<file path="config.mk">
export PLATFORM = sky130hd
export DESIGN_NAME = branch_resolve_ctrl
export DESIGN_NICKNAME = d
export VERILOG_FILES = /design/src/rtl/branch_resolve_ctrl.sv
export SDC_FILE = /design/constraint.sdc
export NUM_CORES = 1
export LEC_CHECK = 0
export BUFFER_PORTS_ARGS = -buffer_cell sky130_fd_sc_hd__buf_2
export CORE_ASPECT_RATIO = 1.1
export CORE_MARGIN = 2
export CORE_UTILIZATION = 50
export CTS_CLUSTER_DIAMETER = 200
export DETAILED_ROUTE_END_ITERATION = 10
export GPL_TIMING_DRIVEN = 0
export HOLD_SLACK_MARGIN = 0.02
export PLACE_DENSITY = 0.78
export SYNTH_ARGS = -nofsm -noshare
export SYNTH_HDL_FRONTEND = slang
export SYNTH_SLANG_ARGS = --single-unit
</file>
<file path="constraint.sdc">
create_clock -name clk -period 8 [get_ports clk]
set_clock_uncertainty 0.1 [all_clocks]
set_input_delay 1.6 -clock clk [delete_from_list [all_inputs] [get_ports clk]]
set_output_delay 1.6 -clock clk [all_outputs]
set_load 0.01 [all_outputs]
</file>
<file path="src/rtl/branch_resolve_ctrl.sv">
// ID-stage branch resolution control: detects operand hazards against EX/MEM,
// stalls until the comparator operands are forwardable, then redirects the PC.
module branch_resolve_ctrl (
    input  logic        clk,
    input  logic        rst_n,
    input  logic        id_branch,
    input  logic        id_bne,
    input  logic [4:0]  id_rs,
    input  logic [4:0]  id_rt,
    input  logic        ex_regwrite,
    input  logic        ex_memread,
    input  logic [4:0]  ex_rd,
    input  logic        mem_memread,
    input  logic [4:0]  mem_rd,
    input  logic        cmp_result,
    output logic        cmp_bne,
    output logic        stall,
    output logic        pc_src,
    output logic        if_flush,
    output logic [15:0] taken_cnt,
    output logic [15:0] stall_cnt,
    output logic [1:0]  state_dbg
);

    typedef enum logic [1:0] {
        IDLE    = 2'd0,
        STALL   = 2'd1,
        RESOLVE = 2'd2
    } state_t;

    state_t     state;
    logic [1:0] wait_cnt;
    logic [1:0] wait_dec;
    logic [1:0] need_rs;
    logic [1:0] need_rt;
    logic [1:0] need_max;
    logic       resolve;

    // Stall cycles an operand still needs before its value can reach the comparator.
    function automatic logic [1:0] hazard_need(
        input logic [4:0] src,
        input logic       ex_wr,
        input logic       ex_ld,
        input logic [4:0] ex_dst,
        input logic       mem_ld,
        input logic [4:0] mem_dst
    );
        logic [1:0] need;
        need = 2'd0;
        if (src != 5'd0) begin
            if (ex_ld && (ex_dst == src))
                need = 2'd2;
            else if (ex_wr && (ex_dst == src))
                need = 2'd1;
            else if (mem_ld && (mem_dst == src))
                need = 2'd1;
        end
        return need;
    endfunction

    always_comb begin
        need_rs  = hazard_need(id_rs, ex_regwrite, ex_memread, ex_rd, mem_memread, mem_rd);
        need_rt  = hazard_need(id_rt, ex_regwrite, ex_memread, ex_rd, mem_memread, mem_rd);
        need_max = (need_rs > need_rt) ? need_rs : need_rt;
    end

    // Outputs are gated by rst_n so an asserted reset silences them without a clock edge.
    always_comb begin
        stall    = 1'b0;
        pc_src   = 1'b0;
        if_flush = 1'b0;
        resolve  = 1'b0;
        cmp_bne  = rst_n & id_branch & id_bne;
        if (rst_n && id_branch) begin
            case (state)
                IDLE: begin
                    if (need_max == 2'd0) begin
                        resolve  = 1'b1;
                        pc_src   = cmp_result;
                        if_flush = cmp_result;
                    end else begin
                        stall = 1'b1;
                    end
                end
                STALL: begin
                    stall = 1'b1;
                end
                RESOLVE: begin
                    resolve  = 1'b1;
                    pc_src   = cmp_result;
                    if_flush = cmp_result;
                end
                default: begin
                    stall = 1'b0;
                end
            endcase
        end
    end

    // The counter is decremented on the STALL edge; RESOLVE follows once it lands on zero.
    assign wait_dec = (wait_cnt == 2'd0) ? 2'd0 : (wait_cnt - 2'd1);

    always_ff @(posedge clk or negedge rst_n) begin
        if (!rst_n) begin
            state    <= IDLE;
            wait_cnt <= 2'd0;
        end else begin
            case (state)
                IDLE: begin
                    if (id_branch && (need_max != 2'd0)) begin
                        wait_cnt <= need_max - 2'd1;
                        state    <= (need_max == 2'd2) ? STALL : RESOLVE;
                    end
                end
                STALL: begin
                    if (!id_branch) begin
                        state    <= IDLE;
                        wait_cnt <= 2'd0;
                    end else begin
                        wait_cnt <= wait_dec;
                        if (wait_dec == 2'd0)
                            state <= RESOLVE;
                    end
                end
                RESOLVE: begin
                    state    <= IDLE;
                    wait_cnt <= 2'd0;
                end
                default: begin
                    state    <= IDLE;
                    wait_cnt <= 2'd0;
                end
            endcase
        end
    end

    always_ff @(posedge clk or negedge rst_n) begin
        if (!rst_n) begin
            taken_cnt <= 16'd0;
            stall_cnt <= 16'd0;
        end else begin
            if (resolve && cmp_result && (taken_cnt != 16'hFFFF))
                taken_cnt <= taken_cnt + 16'd1;
            if (stall && (stall_cnt != 16'hFFFF))
                stall_cnt <= stall_cnt + 16'd1;
        end
    end

    assign state_dbg = state;

endmodule

</file>
; ---- Yosys cells after proc, flatten, opt, wreduce, memory -nomap -nowiden
; Index checks and enable logic that the tools add are counted.
[totals]
ff_bits = 36
inputBits = 28
output_inout_bits = 38
word_cells = 68
[classes]
n_addsub = 4
n_lt_le_gt_ge = 1
n_eq_ne = 11
muxes = 27
bitwise = 2
reduce_logical = 19
[op_table]
columns = cell, n
row1 = $add A16 B1 Y16 const B, 2
row2 = $ne A16 B16 Y1 const B, 2
row3 = $mux W2, 12
row4 = $eq A5 B5 Y1, 4
row5 = $logic_and A1 B1 Y1, 11
row6 = $mux W1, 10
row7 = $reduce_bool A5 Y1, 2
row8 = $logic_not A2 Y1, 4
row9 = $pmux W2 S2, 2
row10 = $pmux W1 S2, 3
row11 = $eq A2 B2 Y1 const B, 2
row12 = $sub A2 B1 Y2 const B, 2
row13 = $ne A3 B3 Y1 const B, 1
row14 = $and A1 B1 Y1, 2
row15 = $eq A2 B1 Y1 const B, 1
row16 = $gt A2 B2 Y1, 1
row17 = $ne A2 B2 Y1 const B, 1
row18 = $reduce_and A2 Y1, 1
row19 = $reduce_bool A2 Y1, 1

; ---- Depth between registers and ports, before layout
[depth]
depth_word = 14
mapped_depth = 16
depth_no_buf = 16

; ---- Worst setup path before layout
; No wires, ideal clock.
[synth_timing]
kind = input to output
startpoint = input id_rs[0]
endpoint = output stall
arrival_time_ps = 4345
t_required_ps = 6300
path_slack_ps = 1955
cell_stages = 14
n_path_buf = 0
path_cell_list = nor2b_1 a2111oi_0 nand4_1 a21oi_1 ha_1 nor2b_1 o21ai_0 nand2_1 a211oi_1 nor2_1 ha_1 nor2b_1 or3b_4 inv_1
[synth_via]
elab_chain_len = 12
word_cells_on_any_way = 16
cone_classes = order compare (1) / eq/ne (2) / mux (8) / reduce/logical (5)
[synth_lines]
columns = element, line
row1 = "start, declared", 8  ; input logic [4:0] id_rs,
row2 = $eq A5 B5 Y1, 55  ; else if (mem_ld && (mem_dst == src))
row3 = $logic_and A1 B1 Y1, 55
row4 = $mux W1, 55
row5 = $mux W1, 53  ; else if (ex_wr && (ex_dst == src))
row6 = $mux W2, 51  ; if (ex_ld && (ex_dst == src))
row7 = $mux W2 *, 50  ; if (src != 5'd0) begin
row8 = $gt A2 B2 Y1, 64  ; need_max = (need_rs > need_rt) ? need_rs : need_rt;
row9 = $mux W2 *, 64
row10 = $logic_not A2 Y1 *, 77  ; if (need_max == 2'd0) begin
row11 = $mux W1 *, 77
row12 = $pmux W1 S2 *, 75  ; case (state)
row13 = $mux W1 *, 74  ; if (rst_n && id_branch) begin
row14 = "end, declared", 17  ; output logic stall,
; Mark *: on every way between the ends. The rest lies on a longest branch, timed or not.

; ---- Worst setup path in the final report
; Same ends and word-level chain as after synthesis.

==> results.md <==
- First-pass GRT wire length: 7670 µm
- Die height: between 70 and 80 µm
- Most frequent cell after synthesis: dfrtp_1
- Total track usage: 0.205
- P_leak: 1.31 nW
- CTS Buf Count: 5
- Setup bufs post-CTS: 0
- Crit path launch: id_rs[0]
- Detail Placement HPWL: 3530 µm
- Final hold vios: 0
- Clock power frac: 0.324
- EDFF count, synth: 0
- Core Box Area: 4290 µm²
- Maximum VDD drop: 0.0935 mV
- Comb power frac: 0.208
- Commonest cells post-synth: dfrtp_1 (36), xnor2_1 (34), nand2_1 (19), nor2_1 (19), nand3_1 (14)
- Critical path endpoint category: primary output
- Clock transition at path regs: 0.08 ns
- R2R Setup Slk: slightly below 6 ns
- # nets final: 333
- Crit-path slowest cell: a2111oi_0
- # port buffers: 65
- Outcome: finished clean
- Power density over the cells: 182 nW/µm²
- P&R area growth vs syn: 22.8%
- Final hold slack: 0.405 ns
- Fmax: 149 MHz
- R2r startpoint: state_dbg[1]
- Htree depth: 2
- Grt met3 use: 0.0505
- Most frequent CP cell: nor2b_1
- Largest fanout on the critical path: 4
- Clock sink count: 36
- Min cycle time layout: 6.73 ns
- Top FF cell, synth: dfrtp_1
- Fin. max-slew vios: 0
- Final worst setup slack: 1.27 ns
- Fraction of layout cells with a size suffix above 1: 0.295
- Netlist cell types: between 40 and 50
- Sequential share of the synthesized area: 0.408
- Total wire length: between 4000 and 5000 µm
- Largest family of logic cells by synthesized area: simple AND/OR/NAND/NOR gates
- Iter 0 DRT Violations: 127
- Post-Syn Instances: about 230
- Post-synth top area share: 0.408
- Finish-stage setup viols: 0
- Yosys warning total: 0
- Seq pwr share: 0.468
- Deepest clock path buffer count: 2
- Async SR Flop Fraction: 1.00
- Vias: 1856
- Starting Density: 0.516
- Switching Power: around 0.00015 W
- Antenna Nets Post-Route: 0
- Mean Syn Cell Area: between 9 and 10 µm²
- Sw Share: 0.304
- Initial antenna violation count: 0
- RD Place Congestion: 0.909
- Ranking of synthesized cells by area: dfrtp_1 (41%), xnor2_1 (13%), ha_1 (4.5%)
- R2r endpoint: stall_cnt[15]
- Int Pwr: 0.000343 W
- Hold Path Class: flop to flop
- Post-synthesis sequential element count: 36
- Mapped Nets: 261
- Start point of the worst hold path: taken_cnt[9]
- DRT Pass-1 Iters: 4
- Boundary Pins: 66
- Critical path depth: 16
- CTS resizes: 0
- Later-pin clock latency in the skew report: around 0.3 ns
- Crit path kind: input pin to primary output
- Worst-path cell chain: buf_2, nor2b_1, a2111oi_0, nand4_1, a21oi_1, ha_1, nor2b_1, o21ai_0, nand2_1, a211oi_1, nor2_1, ha_1, nor2b_1, or3b_4, inv_1, buf_2
- Cell accounting for the most synthesized area: dfrtp_1
- Met2 Usage GRT: 0.334
- Vias per Instance: 5.27
- Die ar.: around 5000 µm²
- Mapped cell area: 2210 µm²
- Number of hold buffers added after cts: 0
- Largest net degree at the start of global routing: 40
- Slew HR: 0.462
- CP Launch Type: input pin
- Synth Area in Compound Gates: 0.0974
- Fillers: 378
- Post-Synth Adder-Cell Area: 0.0453
- Critical Path Sink: stall
- Cells on worst reg2reg path: 5
- Worst Tran Pin Value: 0.808 ns
- Worst Path Required: 6.30 ns
- Synth Area in Simple Gates: 0.229
- CP arrival: 5.03 ns
- CTS tree: done
- Crit-path max cell delay: 0.58 ns
- Delay-heaviest family, CP: simple AND/OR/NAND/NOR gates
- Wire per inst: 13.0 µm
- Tcrit/Tclk final: 0.841
- DR DRC count: 0
- Final setup TNS: 0 ns
- Buf/Inv on CP: 3
- CTS Root Cell: clkbuf_8
- Global route overflow: 0
- Met1 Use GR: 0.257
- ANT cells: 0
- Mux cell area share after synthesis: 0.0198
- Setup WS pre-CTS: 1.30 ns
- Vias in the first global route: 1773
- Number of max-cap violations: 0
- XOR/XNOR Fraction of Synth Area: 0.174
- RSZ-0062 raised after global routing: no
- Die width: 67.4 µm
- # rows: 25
- Global route hottest layer: met2
==> flip-flops by register name, summed over array words and instances (netlist names) <==
name	cells
stall_cnt	16
taken_cnt	16
state_dbg	2
wait_cnt	2
==> power by group through the flow <==
stage / registers [W] / clock network, W / logic, W
finish: 0.000231 / 0.000160 / 0.000103
global route: 0.000235 / 0.000171 / 0.000116
CTS: 0.000230 / 0.000163 / 0.000105
detailed placement: 0.000233 / 0 / 0.000104
global placement: 0.000232 / 0 / 0.000100
floorplan: 0.000237 / 0 / 0.0000544
==> through the flow <==
step | std cells | instance area (µm²) | total power, W | utilization
floorplan | 225 | 2210 | 0.000291 | -
global placement | 344 | 2600 | 0.000332 | 0.607
detailed placement | 344 | 2600 | 0.000337 | 0.607
CTS | 352 | 2710 | 0.000498 | 0.633
global route | 352 | 2710 | 0.000522 | 0.633
finish | 352 | 2710 | 0.000493 | 0.633
==> worst register-to-register path: stages (launching register included) <==
cell       delay [ns]
dfrtp_1          0.48
nand2b_4         0.19
or3b_4           0.42
a2111oi_4        0.44
nand4_1          0.17
xnor2_1          0.16
==> cell usage in the layout, fill, tap and decap left out, types with 3 or more instances in the layout <==
| master | n |
|---|---|
| nand2_1 | 19 |
| nand2b_1 | 3 |
| dfrtp_1 | 36 |
| mux2_2 | 3 |
| inv_1 | 12 |
| xnor2_1 | 34 |
| buf_2 | 66 |
| nand4_1 | 13 |
| nor3_1 | 7 |
| a21oi_1 | 6 |
| ha_1 | 8 |
| nor2b_1 | 5 |
| nand3_1 | 14 |
| clkbuf_8 | 5 |
| xor2_1 | 10 |
| nor2_1 | 19 |
==> worst min-delay path by stage <==
stage / cells after the start / to / slack (ns)
6_report: 1 / taken_cnt[9] / 0.40
5_1_grt: 1 / taken_cnt[9] / 0.42
4_1_cts: 1 / taken_cnt[9] / 0.40
3_5_place_dp: 1 / taken_cnt[9] / 0.39
3_3_place_gp: 1 / taken_cnt[5] / 0.38
2_1_floorplan: 1 / taken_cnt[15] / 0.42
==> logic make-up after synthesis <==
| group | Yosys count |
|---|---|
| AND/OR/NAND/NOR | 93 |
| XOR/XNOR | 44 |
| flip-flops | 36 |
| AO/OA/AOI/OAI | 26 |
| buffers and inverters | 14 |
| adder cells (fa/ha/maj) | 8 |
| multiplexers | 4 |
==> final cells by class <==
class	count	area, µm²	area share
Multi-Input combinational cell	175	1250	0.461
Sequential cell	36	901	0.332
Timing Repair Buffer	65	325	0.120
Clock buffer	5	68.8	0.0254
Tap cell	54	67.6	0.0249
Inverter	12	45.0	0.0166
Clock inverter	3	42.5	0.0157
Buffer	2	12.5	0.00461
==> per-layer routing <==
metal  wire [µm]  share of wire
met5           0              0
met4          79          0.017
met3         201          0.044
met2        2210           0.48
met1        2090           0.46
Note: power is estimated with default switching activity, not from simulation.
